==> src/rtl/ssd_bcd_driver_if.sv <==
// Bundle of display-side signals between the SSD debug bus and the seven-segment pins.
// master drives the binary value; slave (the driver) produces the pin levels and update pulse.
interface ssd_bcd_driver_if;
  logic [12:0] value;
  logic [3:0]  an;
  logic [6:0]  seg;
  logic        dp;
  logic        upd;

  modport master (output value, input an, input seg, input dp, input upd);
  modport slave  (input value, output an, output seg, output dp, output upd);
endinterface

==> src/rtl/ssd_bcd_driver.sv <==
// Binary-to-BCD (sequential double-dabble) converter feeding a 4-digit multiplexed display.
// Define SSD_LZB_EN to blank leading zero digits.
module ssd_bcd_driver #(
  parameter int unsigned REFRESH_BITS = 18
) (
  input logic              clk,
  input logic              rst,
  ssd_bcd_driver_if.slave  bus
);

  typedef enum logic [1:0] {StIdle, StShift, StLoad} state_e;

  state_e                  state_q, state_d;
  logic [12:0]             bin_q, bin_d;
  logic [15:0]             bcd_q, bcd_d;
  logic [3:0]              iter_q, iter_d;
  logic [15:0]             digits_q, digits_d;
  logic [REFRESH_BITS-1:0] cnt_q, cnt_d;
  logic [3:0]              an_q, an_d;
  logic [6:0]              seg_q, seg_d;
  logic                    upd_q, upd_d;

  logic [15:0]             bcd_adj;
  logic [1:0]              idx;
  logic [3:0]              nib;

  function automatic logic [6:0] decode(input logic [3:0] n);
    case (n)
      4'd0:    decode = 7'b1000000;
      4'd1:    decode = 7'b1111001;
      4'd2:    decode = 7'b0100100;
      4'd3:    decode = 7'b0110000;
      4'd4:    decode = 7'b0011001;
      4'd5:    decode = 7'b0010010;
      4'd6:    decode = 7'b0000010;
      4'd7:    decode = 7'b1111000;
      4'd8:    decode = 7'b0000000;
      4'd9:    decode = 7'b0010000;
      default: decode = 7'b1111111;
    endcase
  endfunction

  // Per-nibble add-3 without inter-nibble carry; values never exceed 9 before adjust.
  always_comb begin
    bcd_adj = bcd_q;
    for (int i = 0; i < 4; i++) begin
      if (bcd_q[4*i +: 4] >= 4'd5) bcd_adj[4*i +: 4] = bcd_q[4*i +: 4] + 4'd3;
    end
  end

  assign idx = cnt_q[REFRESH_BITS-1 -: 2];
  assign nib = digits_q[{idx, 2'b00} +: 4];

`ifdef SSD_LZB_EN
  logic [3:0] blank;
  always_comb begin
    blank    = 4'b0000;
    blank[3] = (digits_q[15:12] == 4'd0);
    blank[2] = blank[3] && (digits_q[11:8] == 4'd0);
    blank[1] = blank[2] && (digits_q[7:4] == 4'd0);
  end
`endif

  always_comb begin
    state_d  = state_q;
    bin_d    = bin_q;
    bcd_d    = bcd_q;
    iter_d   = iter_q;
    digits_d = digits_q;
    upd_d    = 1'b0;
    cnt_d    = cnt_q + 1'b1;

    case (state_q)
      StIdle: begin
        bin_d   = bus.value;
        bcd_d   = 16'h0000;
        iter_d  = 4'd0;
        state_d = StShift;
      end
      StShift: begin
        bcd_d  = {bcd_adj[14:0], bin_q[12]};
        bin_d  = {bin_q[11:0], 1'b0};
        iter_d = iter_q + 4'd1;
        if (iter_q == 4'd12) state_d = StLoad;
      end
      StLoad: begin
        digits_d = bcd_q;
        upd_d    = 1'b1;
        state_d  = StIdle;
      end
      default: state_d = StIdle;
    endcase

    an_d  = ~(4'b0001 << idx);
    seg_d = decode(nib);
`ifdef SSD_LZB_EN
    if (blank[idx]) begin
      an_d  = 4'b1111;
      seg_d = 7'b1111111;
    end
`endif
  end

  always_ff @(posedge clk) begin
    if (rst) begin
      state_q  <= StIdle;
      bin_q    <= '0;
      bcd_q    <= '0;
      iter_q   <= '0;
      digits_q <= '0;
      cnt_q    <= '0;
      an_q     <= 4'b1111;
      seg_q    <= 7'b1111111;
      upd_q    <= 1'b0;
    end else begin
      state_q  <= state_d;
      bin_q    <= bin_d;
      bcd_q    <= bcd_d;
      iter_q   <= iter_d;
      digits_q <= digits_d;
      cnt_q    <= cnt_d;
      an_q     <= an_d;
      seg_q    <= seg_d;
      upd_q    <= upd_d;
    end
  end

  assign bus.an  = an_q;
  assign bus.seg = seg_q;
  assign bus.dp  = 1'b1;
  assign bus.upd = upd_q;

endmodule

==> src/flat_wrapper.sv <==
// flat-port wrapper written by rule: the top's interface ports become plain ports
module ssd_bcd_driver_flat 
#(
  parameter int unsigned REFRESH_BITS = 18
)
  (clk, rst, bus_value, bus_an, bus_seg, bus_dp, bus_upd);
  ssd_bcd_driver_if bus_i ();
  input logic clk;
  input logic rst;
  input wire logic [$bits(bus_i.value)-1:0] bus_value;
  output wire logic [$bits(bus_i.an)-1:0] bus_an;
  output wire logic [$bits(bus_i.seg)-1:0] bus_seg;
  output wire logic [$bits(bus_i.dp)-1:0] bus_dp;
  output wire logic [$bits(bus_i.upd)-1:0] bus_upd;
  assign bus_i.value = bus_value;
  assign bus_an = bus_i.an;
  assign bus_seg = bus_i.seg;
  assign bus_dp = bus_i.dp;
  assign bus_upd = bus_i.upd;
  ssd_bcd_driver #(.REFRESH_BITS(REFRESH_BITS)) u_core (.clk(clk), .rst(rst), .bus(bus_i));
endmodule
==> config.mk <==
export PLATFORM = sky130hd
export DESIGN_NAME = ssd_bcd_driver_flat
export DESIGN_NICKNAME = d
export VERILOG_FILES = /design/src/rtl/ssd_bcd_driver_if.sv /design/src/rtl/ssd_bcd_driver.sv /design/src/flat_wrapper.sv
export SDC_FILE = /design/constraint.sdc
export NUM_CORES = 1
export LEC_CHECK = 0
export CORE_ASPECT_RATIO = 1.1
export CORE_MARGIN = 4
export CORE_UTILIZATION = 55
export CTS_CLUSTER_DIAMETER = 30
export DETAILED_ROUTE_END_ITERATION = 6
export PLACE_DENSITY = 0.77
export RECOVER_POWER = 100
export SLEW_MARGIN = 20
export SYNTH_ARGS = -nofsm -noshare
export SYNTH_HDL_FRONTEND = slang
export SYNTH_SLANG_ARGS = --single-unit
==> constraint.sdc <==
create_clock -name clk -period 2.6 [get_ports clk]
set_clock_uncertainty 0.2 [all_clocks]
set_input_delay 0.52 -clock clk [delete_from_list [all_inputs] [get_ports clk]]
set_output_delay 0.52 -clock clk [all_outputs]
set_load 0.01 [all_outputs]
==> results of run 1 <==
## registers in the layout, indices dropped and copies added (netlist names)
signal,cells
u_core.cnt_q,18
u_core.bcd_q,16
u_core.digits_q,16
u_core.bin_q,13
u_core.bus.seg,7
u_core.bus.an,4
u_core.iter_q,4
u_core.state_q,2
u_core.bus.upd,1
## through the flow
step	setup WS, ps	power, mW	cells	hold WS (ps)
floorplan	629	1.38	427	230
global placement	471	1.43	514	241
detailed placement	395	1.43	514	250
CTS	368	2.43	529	260
global route	243	2.49	529	283
finish	373	2.39	529	261
## worst paths after layout
check,from,end,slack [ps],cells after the start
worst max-delay path,u_core.cnt_q[16]$_SDFF_PP0_,u_core.bus.seg[1]$_SDFF_PP1_,370,6
worst min-delay path,u_core.digits_q[9]$_SDFFE_PP0P_,u_core.digits_q[9]$_SDFFE_PP0P_,260,2
worst max register to register,u_core.cnt_q[16]$_SDFF_PP0_,u_core.bus.seg[1]$_SDFF_PP1_,370,6
worst min register to register,u_core.digits_q[9]$_SDFFE_PP0P_,u_core.digits_q[9]$_SDFFE_PP0P_,260,2
## placed cells by master, fill, tap and decap left out, types with 6 or more instances in the layout
master / instances
a21oi_1: 52
a22oi_1: 7
clkbuf_8: 9
clkdlybuf4s50_1: 13
dfxtp_1: 81
dlygate4sd3_1: 12
ha_1: 16
inv_1: 15
mux2i_1: 15
nand2_1: 44
nand2b_1: 8
nand3_1: 13
nor2_1: 63
nor2b_1: 6
o21ai_0: 16
xnor2_1: 8
xor2_1: 13
## worst register-to-register path, delay by kind of cell, from the launching register on
family | cells | cell delay, ps
buf+inv | 1 | 140
mux | 1 | 650
fa+ha+maj | 1 | 260
simple gates | 2 | 270
compound gates | 1 | 60
flops | 1 | 540
## power breakdown
part / switching [mW] / total, mW / internal (mW) / leakage (nW)
logic: 0.0593 / 0.117 / 0.0581 / 0.788
registers: 0.0174 / 1.28 / 1.26 / 0.659
clock network: 0.452 / 0.992 / 0.540 / 0.106
total: 0.529 / 2.39 / 1.86 / 1.55
## logic make-up after synthesis
logic type	count (synthesis)
compound gates	82
xor+xnor	21
fa+ha+maj	16
buf+inv	42
flops	81
mux	20
other cells	1
simple gates	164
## metal layers
layer  routed length, µm  global-route usage, %  up-vias  share of wire [%]
met2                3140                   30.9       56                 47
met3                 275                   3.96       11                4.1
li1                    -                      -     1461                  -
met5                   0                      0        -                  0
met1                3120                   21.9     1288                 47
met4                 123                   8.71        0                1.8
## layout make-up
cell class | instances | area, µm²
Sequential cell | 81 | 1620
Tap cell | 80 | 100
Timing Repair Buffer | 34 | 304
Multi-Input combinational cell | 304 | 1820
Clock inverter | 6 | 90.1
Inverter | 15 | 56.3
Clock buffer | 9 | 124
Fill cell | 528 | 2190
==> results.json, run 1 <==
{
  "async_flop_share_pct": 0,
  "worstMarginPinSlew_ps": 1380,
  "critPathMaxStageDelay_ps": 650,
  "synthMuxAreaShare_pct": 6.61,
  "ctsHoldBuffers": 0,
  "die_w_um": 85.5,
  "drive_gt1_share_pct": 6.01,
  "worst_skew_pair.late_latency_ps": 350,
  "fin_crit_ps": 2230,
  "ys_ff_latch": 81,
  "antenna_found_initial": 0,
  "core_area_mm2": 0.00631,
  "slew_headroom_pct": 8.23,
  "required_ps": 2640,
  "timing.final.crit_share_pct": 85.6,
  "post_dp_cell_area_mm2": 0.00392,
  "path_buf_inv": 1,
  "design_area_mm2": 0.00412,
  "synth.distinct_cells": 36,
  "die-area_mm2": 0.00798,
  "avgSynthCellArea_um2": 8.52,
  "route.detailed.drc": 0,
  "track_usage_pct": 18.3,
  "drt-initial-drc-count": 124,
  "grt_start_max_net_pins": 33,
  "p_per_area_mw_per_mm2": 581,
  "fmax_ghz": 0.449,
  "path_max_fanout": 8,
  "synth_area_leaders": "dfxtp_1, a21oi_1, nor2_1",
  "overflow": 0,
  "p_leak_nw": 1.55,
  "clockBufferDepth": 2,
  "drtPass1Iterations": 4,
  "fin_nets": 476,
  "synth_fp_nets": 458,
  "crit_type": "reg -> reg",
  "diodes": 0,
  "status": "finished clean",
  "maxCapViolCount": 0,
  "synth_top_family_by_area": "simple AND/OR/NAND/NOR gates",
  "post-route-util_pct": 65.3,
  "synth_fa_ha_area_share_pct": 5.51,
  "port_buffers": 26,
  "std_cell_rows": 30,
  "cts-root-buf": "clkbuf_8",
  "synth_top_cell_by_area": "dfxtp_1",
  "synth_sequential_area_ratio_pct": 44.6,
  "path_delay_family": "multiplexers",
  "finalSetupViolations": 0,
  "worstSetupStartpointType": "flop",
  "tns_ps": 0,
  "hp-class": "reg -> reg",
  "yosysTopAreaCellShare_pct": 44.6,
  "area_growth_pct": 13.2,
  "gp_congestion": 0.789,
  "synth-compound-area-share_pct": 12.3,
  "wl_per_cell_um": 12.6,
  "synthXorXnorAreaFrac_pct": 5.06,
  "grt_pass1_vias": 2776,
  "hpwl_mm": 4.68,
  "grt_pass1_wl_mm": 11.9,
  "synthSimpleGateAreaFrac_pct": 20.5,
  "hold_viol_final": 0,
  "irDropWorstVdd_uv": 351,
  "viasPerCell": 5.32,
  "synth_edf_count": 0,
  "synth_area_mm2": 0.00364,
  "drv_slew": 0,
  "cts_resized": 0,
  "wl_mm": 6.66,
  "cp-end-kind": "flop",
  "vias": 2816,
  "crit_chain": "mux4_2 > inv_1 > ha_1 > nand2_1 > a21oi_1 > or2_1",
  "yosysWarningCount": 0,
  "rsz0062_at_grt": "no",
  "arrival_ps": 2270,
  "die_y_um": 93.3,
  "postCtsSetupBuffers": 0,
  "clkTransAtPathRegs_ps": 80,
  "cts.sinks": 81,
  "synthCells": 427,
  "numCtsBuffers": 9,
  "ant_nets": 0,
  "cts_max_level": 3,
  "ys.flop_type": "dfxtp_1",
  "synth.most_common_cell": "dfxtp_1",
  "slowest_stage": "mux4_2",
  "synth_common_cells": "dfxtp_1, nor2_1, a21oi_1",
  "cts_tree": "built",
  "initial_core_util_pct": 57.7,
  "io_pins": 28
}
Power figures use the tool's default switching activity.
==> inputs of run 2 (changes only) <==
CAP_MARGIN = 20   (was default)
REMOVE_ABC_BUFFERS = 1   (was default)
==> results.json, run 2 (same netlist as run 1, synthesis figures left out) <==
{
  "wl_mm": 6.43,
  "largest_reg_flops": 18,
  "wl_met1_mm": 2.93,
  "critPathMaxStageDelay_ps": 1150,
  "cts.sinks": 81,
  "layout_commonest_cell": "dfxtp_1",
  "worstSetupStartpointType": "primary input",
  "clockBufferDepth": 2,
  "wl_met2_mm": 3.16,
  "post-route-util_pct": 65.1,
  "irDropWorstVdd_uv": 421,
  "numCtsBuffers": 9,
  "violations": "capacitance limit, slew limit",
  "cts_tree": "built",
  "die_w_um": 85.5,
  "p_per_area_mw_per_mm2": 567,
  "path_max_fanout": 39,
  "arrival_ps": 2290,
  "std_cell_rows": 30,
  "timing.final.crit_share_pct": 86.8,
  "top_regs": "u_core.cnt_q x18, u_core.bcd_q x16, u_core.digits_q x16",
  "initial_core_util_pct": 57.7,
  "drive_gt1_share_pct": 6.25,
  "cts_max_level": 3,
  "worst_skew_pair.late_latency_ps": 340,
  "cts_resized": 0,
  "status": "complete, but fails checks",
  "hold_viol_final": 0,
  "fin_nets": 474,
  "io_pins": 28,
  "p_leak_nw": 1.55,
  "drtPass1Iterations": 4,
  "postCtsSetupBuffers": 0,
  "core_area_mm2": 0.00631,
  "regMostFlops": "u_core.cnt_q",
  "finalSetupViolations": 0,
  "grt_pass1_vias": 2500,
  "cts-root-buf": "clkbuf_8",
  "required_ps": 2630,
  "slew_headroom_pct": -9.35,
  "wl_per_cell_um": 12.2,
  "viasPerCell": 5.32,
  "layout_common_cells": "dfxtp_1, nor2_1, a21oi_1, nand2_1",
  "crit_chain": "clkbuf_1 > nor2b_1 > mux2_2",
  "antenna_found_initial": 0,
  "route.detailed.drc": 0,
  "fmax_ghz": 0.443,
  "routed.top_layer": "met4",
  "grt_start_max_net_pins": 40,
  "hpwl_mm": 4.49,
  "grt_pass1_wl_mm": 10.9,
  "die_y_um": 93.3,
  "track_usage_pct": 16.7,
  "port_buffers": 26,
  "gp_congestion": 0.758,
  "ctsHoldBuffers": 0,
  "overflow": 0,
  "crit_type": "in -> reg",
  "drt-initial-drc-count": 171,
  "cp-end-kind": "flop",
  "clkTransAtPathRegs_ps": 80,
  "die-area_mm2": 0.00798,
  "drv_slew": 40,
  "vias": 2807,
  "slowest_stage": "clkbuf_1",
  "rsz0062_at_grt": "no",
  "area_growth_pct": 12.8,
  "worstMarginPinSlew_ps": 1640,
  "hp-class": "reg -> reg",
  "tns_ps": 0,
  "routed-wl-met3_um": 229,
  "diodes": 0,
  "ant_nets": 0,
  "hold_ws_ps": 258,
  "fin_crit_ps": 2260,
  "maxCapViolCount": 1
}
## run 2: cell count changes in the layout (fill, tap and decap cells not counted)
cell	delta
buf_4	+1
bufinv_16	-1
clkbuf_1	-2
clkbuf_2	-1
clkbuf_8	+1
clkinv_2	+1
clkinv_4	+2
clkinvlp_4	-1
inv_6	-1
## run 2: worst paths after layout
| check | from | to | slack [ps] | cells after the start |
|---|---|---|---|---|
| worst max-delay path | rst | u_core.cnt_q[16]$_SDFF_PP0_ | 340 | 3 |
| worst min register to register | u_core.digits_q[5]$_SDFFE_PP0P_ | u_core.digits_q[5]$_SDFFE_PP0P_ | 260 | 2 |
| worst min-delay path | u_core.digits_q[5]$_SDFFE_PP0P_ | u_core.digits_q[5]$_SDFFE_PP0P_ | 260 | 2 |
| worst max register to register | u_core.cnt_q[16]$_SDFF_PP0_ | u_core.bus.seg[1]$_SDFF_PP1_ | 400 | 6 |
## run 2: stage by stage
| stage | area (µm²) | power [mW] | setup WS, ps | std cells |
|---|---|---|---|---|
| CTS | 4100 | 2.35 | 394 | 528 |
| finish | 4100 | 2.32 | 342 | 528 |
| global route | 4100 | 2.42 | 170 | 528 |
| global placement | 3900 | 1.43 | 487 | 512 |
| detailed placement | 3900 | 1.43 | 418 | 512 |
| floorplan | 3500 | 1.37 | 363 | 400 |
## run 2: power breakdown
group	internal (mW)	switching (mW)
Sequential	1.26	0.0137
Clock	0.473	0.452
Combinational	0.0594	0.0622
Total	1.80	0.528
## run 2: layout make-up
class	count	area, µm²
Tap cell	80	100
Fill cell	540	2200
Multi-Input combinational cell	304	1820
Clock buffer	10	138
Clock inverter	6	66.3
Sequential cell	81	1620
Timing Repair Buffer	32	299
Inverter	15	56.3
## run 2: metal layers
layer	vias up	global-route usage (%)
met5	-	0
met4	0	8.05
met3	9	3.08
met2	51	28.8
met1	1290	19.9
li1	1457	-
## run 2: critical path, delay by kind of cell
family                 cells  cell delay [ps]
AND/OR/NAND/NOR            1              230
buffers and inverters      1             1150
multiplexers               1              360
